### src/rtl/regfile_loader.sv
// Byte-stream loader/dumper for a 32x32 register file: packs big-endian bytes into
// consecutive registers through the write port and streams them back out through read port A.
module regfile_loader #(
  parameter int BASE_REG   = 1,
  parameter int WORD_COUNT = 20
) (
  input  logic        clock,
  input  logic        ctrl_reset,
  input  logic        start,
  input  logic        dump,
  input  logic [7:0]  in_byte,
  input  logic        in_valid,
  output logic        in_ready,
  output logic        ctrl_writeEnable,
  output logic [4:0]  ctrl_writeReg,
  output logic [31:0] data_writeReg,
  output logic [4:0]  ctrl_readRegA,
  input  logic [31:0] data_readRegA,
  output logic [7:0]  out_byte,
  output logic        out_valid,
  input  logic        out_ready,
  output logic        busy,
  output logic        done
);

  typedef enum logic [2:0] {
    IDLE, LOAD_COLLECT, LOAD_WRITE, DUMP_ADDR, DUMP_SEND, DONE
  } state_t;

  localparam logic [4:0] BASE = 5'(BASE_REG);
  localparam logic [5:0] LAST = 6'(WORD_COUNT - 1);

  state_t      state, state_next;
  logic [5:0]  idx;
  logic [1:0]  cnt;
  logic [31:0] shift;

  always_ff @(posedge clock or negedge ctrl_reset) begin
    if (!ctrl_reset) state <= IDLE;
    else             state <= state_next;
  end

  always_comb begin
    state_next       = state;
    in_ready         = 1'b0;
    ctrl_writeEnable = 1'b0;
    out_valid        = 1'b0;
    done             = 1'b0;
    busy             = (state != IDLE);
    case (state)
      IDLE: begin
        if (start)     state_next = LOAD_COLLECT;
        else if (dump) state_next = DUMP_ADDR;
      end
      LOAD_COLLECT: begin
        in_ready = 1'b1;
        if (in_valid && cnt == 2'd3) state_next = LOAD_WRITE;
      end
      LOAD_WRITE: begin
        ctrl_writeEnable = 1'b1;
        state_next = (idx == LAST) ? DONE : LOAD_COLLECT;
      end
      DUMP_ADDR: state_next = DUMP_SEND;
      DUMP_SEND: begin
        out_valid = 1'b1;
        if (out_ready && cnt == 2'd3) state_next = (idx == LAST) ? DONE : DUMP_ADDR;
      end
      DONE: begin
        done       = 1'b1;
        state_next = IDLE;
      end
      default: state_next = IDLE;
    endcase
  end

  // Write/read addresses are registered so they hold their last value between uses.
  always_ff @(posedge clock or negedge ctrl_reset) begin
    if (!ctrl_reset) begin
      idx           <= '0;
      cnt           <= '0;
      shift         <= '0;
      ctrl_writeReg <= '0;
      data_writeReg <= '0;
      ctrl_readRegA <= '0;
    end else begin
      case (state)
        IDLE: begin
          idx <= '0;
          cnt <= '0;
          if (!start && dump) ctrl_readRegA <= BASE;
        end
        LOAD_COLLECT: begin
          if (in_valid) begin
            data_writeReg <= {data_writeReg[23:0], in_byte};
            cnt           <= cnt + 2'd1;
            if (cnt == 2'd3) ctrl_writeReg <= BASE + idx[4:0];
          end
        end
        LOAD_WRITE: idx <= idx + 6'd1;
        DUMP_ADDR:  shift <= data_readRegA;
        DUMP_SEND: begin
          if (out_ready) begin
            shift <= {shift[23:0], 8'h00};
            cnt   <= cnt + 2'd1;
            if (cnt == 2'd3) begin
              idx           <= idx + 6'd1;
              ctrl_readRegA <= BASE + idx[4:0] + 5'd1;
            end
          end
        end
        default: ;
      endcase
    end
  end

  assign out_byte = shift[31:24];

endmodule

### config.mk
export PLATFORM = sky130hd
export DESIGN_NAME = regfile_loader
export DESIGN_NICKNAME = d
export VERILOG_FILES = /design/src/rtl/regfile_loader.sv
export SDC_FILE = /design/constraint.sdc
export NUM_CORES = 1
export LEC_CHECK = 0
export ABC_AREA = 1
export BUFFER_PORTS_ARGS = -buffer_cell sky130_fd_sc_hd__buf_2
export CAP_MARGIN = 5
export CORE_ASPECT_RATIO = 0.6
export CORE_MARGIN = 4
export CORE_UTILIZATION = 35
export DETAILED_ROUTE_END_ITERATION = 7
export GPL_TIMING_DRIVEN = 0
export PLACE_DENSITY = 0.53
export SLEW_MARGIN = 40
export SYNTH_ARGS = -nofsm -noshare
export SYNTH_HDL_FRONTEND = slang
export SYNTH_SLANG_ARGS = --single-unit
export TNS_END_PERCENT = 10
### constraint.sdc
create_clock -name clock -period 4.7 [get_ports clock]
set_input_delay 0.705 -clock clock [delete_from_list [all_inputs] [get_ports clock]]
set_output_delay 0.705 -clock clock [all_outputs]
set_load 0.02 [all_outputs]
* Word-level counts from Yosys, hierarchy flattened *
Index checks and enable logic that the tools add are counted.

storage, ports and cells
  flip-flop bits (word level) = 85
  input port bits = 46
  output and inout bits = 55
  logic and storage cells = 65

cells by class
  add/subtract/negate cells = 4
  equal/unequal tests = 14
  mux-type cells = 23
  reduce and logical (&&, ||, !) cells = 17

operators with widths
  kind                   number
  $pmux W32 S2           1
  $mux W32               1
  $mux W3                6
  $pmux W6 S3            1
  $mux W5                3
  $pmux W3 S5            1
  $mux W6                2
  $ne A2 B2 Y1 const B   6
  $reduce_and A3 Y1      4
  $pmux W5 S2            1
  $reduce_bool A3 Y1     3
  $add A6 B1 Y6 const B  1
  $eq A3 B2 Y1 const B   2
  $eq A3 B3 Y1 const B   2
  $eq A6 B5 Y1 const B   1
  $pmux W2 S3            1
  $add A1 B5 Y5 const A  1
  $add A5 B1 Y5 const B  1
  $mux W1                4
  $mux W2                2
  $reduce_and A2 Y1      2
  $reduce_and A4 Y1      1
  $reduce_bool A2 Y1     2
  $eq A3 B1 Y1 const B   1
  6 further kinds        8

* Longest topological paths before layout *
  depth after elaboration = 5
  mapped depth = 9

* Worst setup path after synthesis *
Ideal clock, no wire load.

  path type = register -> output
  from = register state[2]
  to = output port done
  arrival = 1.036 ns
  setup slack = 2.959 ns
  cell stages (with the launch flop) = 3
  cell sequence = dfrtp_1 -> inv_1 -> nor3_1

on the way
  longest elaborated chain between the ends = 2

RTL lines
  what                      RTL line  RTL
  start: declaration        33        state_t state, state_next;
  start signal: assignment  40        else state <= state_next;
  $eq A3 B3 Y1              50        case (state)
  $mux W1                   50
  end: declaration          23        output logic done

Every way passes these cells.

* Worst setup path after layout *
  from = register state[1]
  to = output port out_valid

on the way
  longest elaborated chain between the ends = 2

RTL lines
  what              RTL line  RTL
  $eq A3 B3 Y1      50
  $mux W1           50
  end: declaration  20        output logic out_valid,

Every way passes these cells.

==> impl_results.rst <==
.. list-table::
   :header-rows: 1

   * - Metric
     - Value
   * - Outcome
     - finished, final reports clean
   * - Logic depth of the worst register-to-register path
     - 8
   * - Via count
     - 3,284
   * - DR WL met2
     - 4330 um
   * - Number of H-tree levels
     - 3
   * - Number of endpoints with negative hold slack in the final report
     - 0
   * - Diode count
     - 0
   * - Aggregate routed wire length
     - ~10,000 um
   * - Power density relative to cell area
     - 672 nW/um^2
   * - Global-route wire length before repair
     - 17,000 um
   * - Maximum root-to-sink buffer count
     - 2
   * - Die Footprint
     - 13,500 sq um
   * - Routability-driven placement congestion ratio
     - 0.827
   * - Count of non-filler cells in the finished layout
     - 719
   * - Net count of the mapped netlist
     - 491
   * - Fin Setup TNS
     - 0 ns
   * - Metal-1 WL
     - around 5300 um
   * - Total clock buffers created by CTS
     - 9
   * - Number of standard cells after synthesis
     - 442
   * - Combinational group share of total power
     - 0.441
   * - Number of flops mapped to enable cells by yosys
     - 0
   * - IO Count
     - 101
   * - TritonCTS clock tree
     - done
   * - Max capacitance violation total
     - 0
   * - Routed length per placed instance
     - 14.2 um
   * - Via count of the first global-routing pass
     - 3,292
   * - Beginning of the worst register-to-register path
     - idx[0]
   * - Most instantiated flip-flop cell in the synthesis netlist
     - dfrtp_1
   * - Data arrival time of the critical path
     - 1.62 ns
   * - Sequential-to-total area share from yosys stat
     - 0.524
   * - Global routing usage summed across all routing layers
     - 0.160
   * - Post-synthesis instance area
     - 4060 sq um
   * - Maximum number of pins on one net before global-route repair
     - 45
   * - Yosys synthesis warning count
     - 0
   * - Clock edge transition at the registers on the reported setup and hold paths
     - 0.06 ns
   * - Critical Setup Path Class
     - flop to primary output
   * - Unrepaired setup endpoints after global routing
     - false
   * - Initial antenna violation count
     - 0
   * - Total setup buffers inserted after CTS
     - 0
   * - Area of all placed cells without fillers
     - 5100 sq um
   * - Sw Pwr
     - 0.00144 W
   * - Antenna-violating nets left
     - 0
   * - Area added between synthesis and finish
     - 25.6%
   * - Kind of launch point of the worst setup path
     - flop
   * - Row count
     - 30
   * - Placed cell area
     - 4800 sq um
   * - Average footprint of a synthesized cell
     - 9.19 sq um
   * - Period utilization
     - 0.495
   * - Cells resized by post-CTS repair
     - 0
   * - Global route total overflow
     - 0
   * - Relative max-transition margin
     - 0.679
   * - HPWL after DPL
     - 7760 um
   * - Portion of total power attributed to sequential cells
     - 0.347
   * - Clock Latency Late Sink
     - around 0.34 ns
   * - Number of distinct standard cells referenced by the synthesized netlist
     - 33
   * - Clock power share
     - 0.212
   * - Critical path data required time
     - 3.99 ns
   * - Count of routing violations after the opening detailed-route iteration
     - 120
   * - Achievable Freq
     - 429 MHz
   * - R2r endpoint
     - ctrl_readRegA[3]
   * - Iteration count of the initial detailed-routing pass
     - 4
   * - Final setup fails
     - 0
   * - Critical path peak fanout
     - 10
   * - Hold bufs inserted after CTS
     - 0
   * - Internal power summed over all cells
     - 0.00199 W
   * - Vertical extent of the die
     - 91.5 um
   * - Cell Count Post-Placement
     - approximately 700
   * - IO Port Bufs
     - 100
   * - Tot Pwr
     - approximately 0.0034 W
   * - Nets@finish
     - 603
   * - Top layer used by detailed routing
     - met4
   * - Final critical-path required period
     - about 2.3 ns
   * - Switching portion of total power
     - 0.419
   * - Final worst clock skew
     - 0.00865 ns
   * - Element type at the critical path end
     - primary output
   * - Final Slew Violations
     - 0
   * - Seq cells post-synth
     - 85
   * - Residual DRC
     - 0
   * - Core Box Area
     - 11,300 sq um
   * - Peak supply drop
     - 191 uV
   * - Fillers
     - 1,145
   * - Standby leakage power
     - 2.55 nW
   * - Reg2Reg Setup Slack
     - ~2.8 ns
   * - Class of the worst hold path
     - input port to asynchronous set/reset pin
   * - Met3 wire length
     - 476 um
   * - Initial cell density of the core
     - 0.358
   * - Average via count per standard cell
     - 4.57
   * - Layout cell share with drive strength beyond 1
     - 0.367
   * - Slew at the pin closest to its max-slew limit
     - 0.481 ns
   * - Async set-or-reset flop fraction in the synthesized netlist
     - 1.00
   * - Number of clock sinks
     - 85
   * - Horizontal die dimension
     - 147 um
   * - CTS Root Buffer Type
     - clkbuf_16
## routing by layer
layer | up-vias | GRT usage
met5 | - | 0
met4 | 0 | 0.0411
met2 | 76 | 0.228
li1 | 1634 | -
met1 | 1566 | 0.236
met3 | 8 | 0.0454
## cell usage after synthesis, types with 2 or more instances
master | number | area (sq um)
nor2_2 | 8 | 50.1
ha_1 | 3 | 37.5
inv_2 | 3 | 11.3
clkbuf_1 | 2 | 7.51
nor2_4 | 2 | 22.5
o21ai_1 | 2 | 10.0
o21ai_2 | 26 | 228
nor3_1 | 2 | 10.0
nand2_1 | 134 | 503
buf_2 | 5 | 25.0
o211ai_2 | 10 | 125
buf_6 | 6 | 67.6
inv_1 | 47 | 176
o22ai_1 | 4 | 25.0
o211ai_1 | 6 | 45.0
dfrtp_1 | 85 | 2130
a21oi_2 | 8 | 70.1
xor2_1 | 3 | 26.3
a21oi_1 | 4 | 20.0
nand2_2 | 3 | 18.8
buf_8 | 2 | 30.0
nand3_1 | 15 | 75.1
nor2_1 | 8 | 30.0
o21ai_0 | 35 | 175
buf_4 | 11 | 82.6
## layout make-up
class / count / area, sq um / share of cell area
Tap cell: 160 / 200 / 0.0392
Sequential cell: 85 / 2130 / 0.417
Clock buffer: 9 / 225 / 0.0441
Clock inverter: 7 / 80.1 / 0.0157
Buffer: 26 / 213 / 0.0417
Timing Repair Buffer: 101 / 534 / 0.105
Inverter: 52 / 198 / 0.0387
Multi-Input combinational cell: 279 / 1530 / 0.299
## worst max-delay path by stage
stage / endpoint / cells after the start / slack [ns] / from
5_1_grt: out_valid / 5 / 2.26 / state[1]
6_report: out_valid / 5 / 2.37 / state[1]
2_1_floorplan: done / 2 / 2.96 / state[2]
3_5_place_dp: out_valid / 5 / 2.71 / state[1]
3_3_place_gp: ctrl_writeReg[3] / 1 / 2.11 / ctrl_reset
4_1_cts: out_valid / 5 / 2.35 / state[1]
## state kept, by name, indices dropped and copies added, names as in the netlist
register,flops
state,3
shift,32
idx,6
data_writeReg,32
cnt,2
ctrl_writeReg,5
ctrl_readRegA,5
## critical path: stages, from the launching register on
cell and delay [ns]:
dfrtp_1 0.49, nor2_4 0.19, nand2_4 0.09, inv_4 0.10, buf_4 0.22, buf_2 0.20
## metrics by stage
step	setup slack (ns)	hold WS (ns)	utilization
final	2.37	0.287	0.450
after global routing	2.26	0.305	0.450
after CTS	2.35	0.299	0.450
after detailed placement	2.71	0.457	0.423
after global placement	2.11	0.451	0.420
after floorplan	2.96	0.409	-
## layout by cell type (no fill, tap or decap)
cell        netlist  final
nand4_1           1      1
or2_2             1      1
nand3b_1          1      1
nor2_2            8      8
buf_16            0      1
bufinv_16         0      1
a21oi_2           8      8
o22ai_1           4      4
nand2b_1          1      1
ha_1              3      3
nand2_1         134    134
clkbuf_1          2      2
nand2_2           3      3
nand3_1          15     15
dfrtp_1          85     85
inv_1            47     47
xor2_1            3      3
buf_8             2      2
o21ai_1           2      2
nand2_4           1      1
o21ai_0          35     35
o211ai_2         10     10
buf_6             6      7
clkinvlp_4        0      2
buf_2             5    104
clkinv_4          0      1
a21oi_1           4      4
clkinv_1          1      1
nor3_4            1      1
buf_4            11     11
inv_6             0      3
nor2_4            2      2
o21ai_2          26     26
clkbuf_16         0      9
nor3_1            2      2
inv_4             1      1
nor2_1            8      8
inv_2             3      3
o211ai_1          6      6
## logic make-up (layout without fill, tap and decap cells)
family	Yosys count	count (layout)	synth area share
simple gates	178	178	0.188
compound gates	95	95	0.172
flops	85	85	0.524
buf+inv	78	195	0.101
fa+ha+maj	3	3	0.00924
xor+xnor	3	3	0.00647
## power by group through the flow
stage / sequential (W) / clock, W / combinational, W
finish: 0.00119 / 0.000727 / 0.00151
detailed placement: 0.00121 / 0 / 0.00153
floorplan: 0.00133 / 0 / 0.000943
CTS: 0.00119 / 0.000753 / 0.00154
global route: 0.00123 / 0.000786 / 0.00168
global placement: 0.00120 / 0 / 0.00150
No activity file was read; power rests on OpenSTA's default activity.
